### config.mk
export PLATFORM = sky130hd
export DESIGN_NAME = cnt_down_timer
export DESIGN_NICKNAME = d
export VERILOG_FILES = /design/src/rtl/cnt_down_timer.sv
export SDC_FILE = /design/constraint.sdc
export NUM_CORES = 1
export LEC_CHECK = 0
export BUFFER_PORTS_ARGS = -buffer_cell sky130_fd_sc_hd__buf_4
export CAP_MARGIN = 25
export CORE_MARGIN = 5
export CORE_UTILIZATION = 59
export DETAILED_ROUTE_END_ITERATION = 6
export PLACE_DENSITY = 0.87
export SLEW_MARGIN = 20
export SYNTH_ARGS = -nofsm -noshare
export SYNTH_HDL_FRONTEND = slang
export SYNTH_SLANG_ARGS = --single-unit
### constraint.sdc
create_clock -name clk_i -period 3.25 [get_ports clk_i]
set_input_delay 0 -clock clk_i [delete_from_list [all_inputs] [get_ports clk_i]]
set_output_delay 0 -clock clk_i [all_outputs]
set_load 0.03 [all_outputs]
### src/rtl/cnt_down_timer.sv
// Loadable prescaled down-counter: steps out_o toward zero once every DIV clocks while running.
// Optional macro CNT_AUTO_RELOAD_EN turns it into a periodic timer that reloads the last loaded value.
module cnt_down_timer #(
  parameter int DIV = 500,
  parameter int W   = 4
) (
  input  logic         clk_i,
  input  logic         rst_i,
  input  logic         load_i,
  input  logic [W-1:0] din_i,
  input  logic         start_i,
  input  logic         pause_i,
  output logic [W-1:0] out_o,
  output logic         tick_o,
  output logic         busy_o,
  output logic         done_o
);

  localparam int PW = (DIV > 1) ? $clog2(DIV) : 1;
  localparam logic [PW-1:0] PRE_LAST = PW'(DIV - 1);

  localparam logic [1:0] ST_IDLE  = 2'd0;
  localparam logic [1:0] ST_RUN   = 2'd1;
  localparam logic [1:0] ST_PAUSE = 2'd2;
  localparam logic [1:0] ST_DONE  = 2'd3;

  logic [1:0]    state_q, state_d;
  logic [PW-1:0] pre_q, pre_d;
  logic [W-1:0]  out_q, out_d;
  logic          tick_q, tick_d;
  logic          done_q, done_d;
  logic          busy_q;

`ifdef CNT_AUTO_RELOAD_EN
  logic [W-1:0]  reload_q, reload_d;
`endif

  always_comb begin
    state_d = state_q;
    pre_d   = pre_q;
    out_d   = out_q;
    tick_d  = 1'b0;
    done_d  = 1'b0;
`ifdef CNT_AUTO_RELOAD_EN
    reload_d = reload_q;
`endif
    case (state_q)
      ST_IDLE: begin
        if (load_i) begin
          out_d = din_i;
          pre_d = '0;
`ifdef CNT_AUTO_RELOAD_EN
          reload_d = din_i;
`endif
        end else if (start_i) begin
          pre_d = '0;
          if (out_q != '0) begin
            state_d = ST_RUN;
          end else begin
            state_d = ST_DONE;
            done_d  = 1'b1;
          end
        end
      end
      ST_RUN: begin
        // pause wins over a coincident terminal count; pre stays frozen
        if (pause_i) begin
          state_d = ST_PAUSE;
        end else if (pre_q == PRE_LAST) begin
          pre_d  = '0;
          out_d  = out_q - W'(1);
          tick_d = 1'b1;
          if (out_q == W'(1)) begin
            done_d = 1'b1;
`ifdef CNT_AUTO_RELOAD_EN
            if (reload_q != '0) begin
              out_d = reload_q;
            end else begin
              state_d = ST_DONE;
            end
`else
            state_d = ST_DONE;
`endif
          end
        end else begin
          pre_d = pre_q + PW'(1);
        end
      end
      ST_PAUSE: begin
        if (load_i) begin
          out_d   = din_i;
          pre_d   = '0;
          state_d = ST_IDLE;
`ifdef CNT_AUTO_RELOAD_EN
          reload_d = din_i;
`endif
        end else if (start_i) begin
          state_d = ST_RUN;
        end
      end
      ST_DONE: begin
        if (load_i) begin
          out_d   = din_i;
          pre_d   = '0;
          state_d = ST_IDLE;
`ifdef CNT_AUTO_RELOAD_EN
          reload_d = din_i;
`endif
        end
      end
      default: begin
        state_d = ST_IDLE;
      end
    endcase
  end

  always_ff @(posedge clk_i) begin
    if (rst_i) begin
      state_q <= ST_IDLE;
      pre_q   <= '0;
      out_q   <= '0;
      tick_q  <= 1'b0;
      done_q  <= 1'b0;
      busy_q  <= 1'b0;
`ifdef CNT_AUTO_RELOAD_EN
      reload_q <= '0;
`endif
    end else begin
      state_q <= state_d;
      pre_q   <= pre_d;
      out_q   <= out_d;
      tick_q  <= tick_d;
      done_q  <= done_d;
      busy_q  <= (state_d == ST_RUN);
`ifdef CNT_AUTO_RELOAD_EN
      reload_q <= reload_d;
`endif
    end
  end

  assign out_o  = out_q;
  assign tick_o = tick_q;
  assign busy_o = busy_q;
  assign done_o = done_q;

endmodule
==> qor.yml, run 1 <==
status: "completed"
crit_buf_inv: 0
start_kind: "flop"
syn_area_sq_mm: 0.00105
met3_usage_pct: 3.13
irDropWorstVdd_uv: 290
placedCellCount: 155
num_vias: 1008
cts_tree: "yes"
skew_ns: 0.00724
synth_enable_flop_cells: 0
place.gp.congestion: 0.887
crit_fanout: 5
diodes: 0
synthTopCellsByCount: "18 x dfxtp_1, 12 x nor2_1, 9 x a21oi_1"
cellPowerDensity_mw_per_mm2: 399
avgRoutedWirePerCell_um: 16.0
cpMaxStageDelayCell: "or4_4"
setup_slack_ns: 1.42
rows: 15
synth_area_leaders: "dfxtp_1 34%, xor2_1 5.0%, ha_1 4.8%"
dp_slack_ns: 1.42
ys_ff_latch: 18
timing.final.crit_period_ns: 1.83
setup.worst_path.end: "out_o[1]$_SDFFE_PP0P_"
ff2ff_path_depth: 5
crit_chain: "ha_1, nand4bb_1, or4_4, a221oi_2, a311oi_2"
cp.required_ns: 3.44
worstSetupStartpoint: "pre_q[0]$_SDFFE_PP0P_"
grt_usage_pct: 21.6
design.core.area_sq_mm: 0.00171
postCtsSetupBuffers: 0
synth_ff_type: "dfxtp_1"
overflow: 0
reg2reg_from: "pre_q[0]$_SDFFE_PP0P_"
ys_seq_area_share_pct: 34.2
die_w_um: 52.2
stdcell_count: 160
drive_gt1_share_pct: 22.2
grt_use_met1_pct: 28.4
relSlewSlack_pct: 64.6
numCtsBuffers: 3
slowest_delay_ns: 0.51
fmax_mhz: 547
cap_violations: 0
grt_pass1_vias: 943
clk_pin_slew_ns: 0.11
start_util_pct: 61.6
finalNetCount: 149
critical_path_depth: 5
numClockSinks: 18
drv_slew: 0
cts-root-buf: "clkbuf_4"
final_antenna_net_count: 0
synthArstFlopShare_pct: 0
tns_ns: 0
synthesis.nets: 133
yosys.area.top_type: "dfxtp_1"
cts_buffer_depth: 2
drc: 0
finalSetupViolations: 0
min_period_over_period_pct: 56.3
synth.most_common_cell: "dfxtp_1"
dp_hpwl_mm: 1.84
fin_area_sq_mm: 0.00122
synthToLayoutAreaGrowth_pct: 15.7
htreeDepth: 1
dr.first_iter.drc_count: 41
r2r_slack_ns: 1.42
crit_type: "reg -> reg"
synth_cell_type_count: 44
tightest_slew_ns: 0.526
end_kind: "flop"
leakage_nw: 0.470
portBuffers: 15
drt_first_pass_iters: 4
rsz0062_at_grt: "no"
clk_latency_ns: 0.31
total_power_mw: 0.486
grt_util_met2_pct: 32.6
place_area_sq_mm: 0.00117
grt_max_degree: 15
dieHeight_um: 52.2
antenna_found_initial: 0
synth_cells: 120
critPathArrivalTime_ns: 2.02
avgSynthCellArea_sq_um: 8.77
synth.top_cell.area_share_pct: 34.2
routed_wl_mm: 2.56
top_usage_layer: "met2"
yosys_warnings: 0
path_delay_family: "simple AND/OR/NAND/NOR gates"
via_per_inst: 6.30
rr_endpoint: "out_o[1]$_SDFFE_PP0P_"
ios: 16
timing.final.hold_violations: 0
grt_pass1_wl_mm: 4.37
min_path_type: "in -> reg"
dieArea_sq_mm: 0.00273
## worst min path at each step
stage,end,startpoint,depth (start not counted),slack [ns]
2_1_floorplan,done_o$_SDFF_PP0_,load_i,3,0.20
3_3_place_gp,out_o[1]$_SDFFE_PP0P_,rst_i,2,0.25
3_5_place_dp,state_q[1]$_SDFF_PP0_,rst_i,2,0.26
4_1_cts,out_o[0]$_SDFFE_PP0P_,din_i[0],3,0.04
5_1_grt,state_q[0]$_SDFF_PP0_,pause_i,3,0.07
6_report,out_o[0]$_SDFFE_PP0P_,din_i[0],3,0.02
## cell families (layout without fill, tap and decap cells)
family / count (synthesis) / count (layout) / share of synthesized area (%)
AND/OR/NAND/NOR: 48 / 48 / 27.8
AO/OA/AOI/OAI: 34 / 34 / 23.3
flip-flops: 18 / 18 / 34.2
buffers and inverters: 9 / 24 / 3.81
XOR/XNOR: 6 / 6 / 4.99
adder cells (fa/ha/maj): 4 / 4 / 4.76
multiplexers: 1 / 1 / 1.07
## state kept, by name, summed over array words and instances (netlist names)
name	count
state_q	2
pre_q	9
done_o	1
out_o	4
busy_o	1
tick_o	1
## tightest hold or removal path: cells and delay by family
kind                   cells  cell delay [ns]
AO/OA/AOI/OAI              2             0.21
buffers and inverters      1             0.08
## power breakdown
group / internal, mW / switching, mW
logic: 0.0408 / 0.0580
clock network: 0.0684 / 0.0776
registers: 0.230 / 0.0114
total: 0.339 / 0.147
## metrics by stage
step | util [%] | hold slack, ns
6_report | 71.3 | 0.0220
3_3_place_gp | 68.6 | 0.253
4_1_cts | 71.3 | 0.0386
2_1_floorplan | - | 0.198
3_5_place_dp | 68.6 | 0.259
5_1_grt | 71.3 | 0.0717
## area by class of cell
| class | instances | area [sq um] |
|---|---|---|
| clock buffer | 4 | 36.3 |
| fill | 132 | 490 |
| inverter | 4 | 15.0 |
| multi-input combinational | 93 | 652 |
| sequential | 18 | 360 |
| tap | 25 | 31.3 |
| timing repair buffer | 16 | 123 |
## per-layer routing
| metal | part of all wire [%] | wire length [um] |
|---|---|---|
| met2 | 45 | 1150 |
| met5 | 0 | 0 |
| met1 | 45 | 1140 |
| met3 | 5.6 | 143 |
| met4 | 4.9 | 125 |
## timing repair
item / in CTS / in global routing
endpoints found under the setup margin: 0 / 0
resized for setup: 0 / 0
hold buffers: 1 / 0
endpoints found under the hold margin: 8 / 0
## layout by cell type, fill, tap and decap left out, types with 4 or more instances in the layout
master	count
ha_1	4
xor2_1	6
inv_1	4
dfxtp_1	18
nand2_1	5
a21oi_1	9
nor2_1	12
o211ai_1	6
buf_4	15
nor4_1	4
Note: power is estimated with default switching activity, not from simulation.
==> run 2, diff against run 1 <==
--- a/config.mk
+++ b/config.mk
@@ -8,9 +8,9 @@
 export BUFFER_PORTS_ARGS = -buffer_cell sky130_fd_sc_hd__buf_4
 export CAP_MARGIN = 25
 export CORE_MARGIN = 5
-export CORE_UTILIZATION = 59
+export CORE_UTILIZATION = 49
 export DETAILED_ROUTE_END_ITERATION = 6
-export PLACE_DENSITY = 0.87
+export PLACE_DENSITY = 0.78
 export SLEW_MARGIN = 20
 export SYNTH_ARGS = -nofsm -noshare
 export SYNTH_HDL_FRONTEND = slang
==> constraint.sdc (replaced) <==
create_clock -name clk_i -period 1.6 [get_ports clk_i]
set_input_delay 0 -clock clk_i [delete_from_list [all_inputs] [get_ports clk_i]]
set_output_delay 0 -clock clk_i [all_outputs]
set_load 0.03 [all_outputs]
==> run 2 against run 1 <==
Die area increased by 16%. Critical path type unchanged. Design area rose by 18%. Sequential share of layout area decreased by 4.2 points. Largest power group unchanged.
==> qor.yml, run 2 (synthesis results as in run 1) <==
relSlewSlack_pct: 80.3  # +16 points
grt_pass1_vias: 1047  # +11%
place.gp.congestion: 0.906  # +2.2%
timing.final.crit_period_ns: 1.55  # -0.280 ns
design.core.area_sq_mm: 0.00200  # +17%
die_w_um: 56.3  # +7.9%
leakage_nw: 0.579  # +23%
finalNetCount: 167  # +12%
drt_first_pass_iters: 4  # unchanged
grt_max_degree: 15  # unchanged
irDropWorstVdd_uv: 596  # +110%
largest_reg_flops: 9  # unchanged
final_cell_mix: "33 x buf_4, 13 x dfxtp_1, 11 x nor2_1, 8 x a21oi_1"
status: "completed"
tightest_slew_ns: 0.291  # -0.236 ns
timing.hold.ws_ns: 0.0200  # -0.00198 ns
final_common_cell: "buf_4"
dieHeight_um: 56.3  # +7.9%
numCtsBuffers: 3  # unchanged
synthToLayoutAreaGrowth_pct: 37.0
dp_hpwl_mm: 1.99  # +8.2%
drv_slew: 0  # unchanged
cellPowerDensity_mw_per_mm2: 704  # +76%
critPathArrivalTime_ns: 1.75  # -0.27 ns
num_vias: 1095  # +8.6%
crit_chain: "ha_4, buf_4, nor4bb_2, a21oi_1, o21ai_1, buf_4, nor2_1"
cap_violations: 0  # unchanged
end_kind: "flop"
r2r_slack_ns: 0.05  # -1.37 ns
clk_pin_slew_ns: 0.10  # about the same
cts-root-buf: "clkbuf_4"
setup_slack_ns: 0.0501  # -1.37 ns
routed_wl_mm: 2.85  # +12%
drc: 0  # unchanged
slowest_delay_ns: 0.36  # -0.15 ns
crit_buf_inv: 2  # +2
cts_tree: "yes"
grt_usage_pct: 18.3  # -3.3 points
reg2reg_from: "pre_q[1]$_SDFFE_PP0P_"
overflow: 0  # unchanged
min_from: "din_i[0]"
crit_fanout: 6  # +1
via_per_inst: 6.08  # -3.4%
min_period_over_period_pct: 96.9  # +41 points
numClockSinks: 18  # unchanged
grt_pass1_wl_mm: 4.68  # +7.1%
clk_latency_ns: 0.31  # about the same
dr.first_iter.drc_count: 46  # +12%
dieArea_sq_mm: 0.00317  # +16%
finalSetupViolations: 0  # unchanged
avgRoutedWirePerCell_um: 15.9  # -0.82%
rows: 16  # +1
htreeDepth: 1  # unchanged
dp_slack_ns: -0.0721  # -1.49 ns
diodes: 0  # unchanged
drive_gt1_share_pct: 39.9  # +18 points
start_util_pct: 52.6  # -9.0 points
min_path_type: "in -> reg"
regMostFlops: "pre_q"
final_core_util_pct: 72.0  # +0.72 points
cp.required_ns: 1.80  # -1.64 ns
path_delay_family: "flip-flops"
cpMaxStageDelayCell: "dfxtp_2"
antenna_found_initial: 0  # unchanged
portBuffers: 15  # unchanged
timing.final.hold_violations: 0  # unchanged
cts_buffer_depth: 2  # unchanged
worstSetupStartpoint: "pre_q[1]$_SDFFE_PP0P_"
final_antenna_net_count: 0  # unchanged
fmax_mhz: 645  # +18%
cpMostUsedCell: "buf_4"
crit_type: "reg -> reg"
skew_ns: 0.0105  # +0.00329 ns
ios: 16  # unchanged
start_kind: "flop"
==> run 2: changes by cell type in the layout (fill, tap and decap cells not counted), sizes merged <==
cell,before,now
buf,15,33
==> run 2: stage by stage <==
step                      setup TNS, ns  power [mW]  area, sq um  cells
after floorplan                 -0.0219       0.633         1050    120
after global placement                0       0.705         1290    172
after detailed placement        -0.0785       0.712         1290    172
after CTS                       -0.0563        1.01         1390    180
after global routing           -0.00216        1.07         1440    180
final                                 0        1.01         1440    180
==> run 2: final cells by class <==
cell class / instances / area, sq um
clock buffers: 4 / 36.3
fillers: 156 / 561
inverters: 4 / 15.0
multi-input cells: 93 / 732
flip-flops and latches: 18 / 367
well taps: 27 / 33.8
repair buffers: 34 / 258
==> run 2: worst paths after layout <==
path,end,cells after the start
max,pre_q[2]$_SDFFE_PP0P_,7
min,out_o[0]$_SDFFE_PP0P_,3
max reg2reg,pre_q[2]$_SDFFE_PP0P_,7
min reg2reg,state_q[0]$_SDFF_PP0_,1
==> run 2: worst reg2reg max path, cell delays in order (launching register included) <==
cell and delay, ns:
dfxtp_2 0.36, ha_4 0.15, buf_4 0.12, nor4bb_2 0.26, a21oi_1 0.15, o21ai_1 0.18
buf_4 0.17, nor2_1 0.06
==> run 2: layer usage <==
metal	GRT usage, %	vias up	wire length [um]
li1	-	520	-
met1	24.8	524	1320
met2	27.4	44	1320
met3	4.13	7	172
met4	8.47	0	44
met5	0	-	0
==> run 2: repair_timing <==
item | CTS | global route
gates cloned | 0 | 0
buffers inserted | 3 | 0
pin swaps | 4 | 3
hold buffers | 1 | 0
endpoints found under the setup margin | 4 | 12
endpoints found under the hold margin | 8 | 0
gates resized for setup | 5 | 10
==> run 2: power breakdown <==
group / switching (mW) / internal [mW] / total, mW
combinational: 0.131 / 0.103 / 0.233
sequential: 0.0231 / 0.468 / 0.491
clock: 0.151 / 0.139 / 0.290
total: 0.305 / 0.710 / 1.01
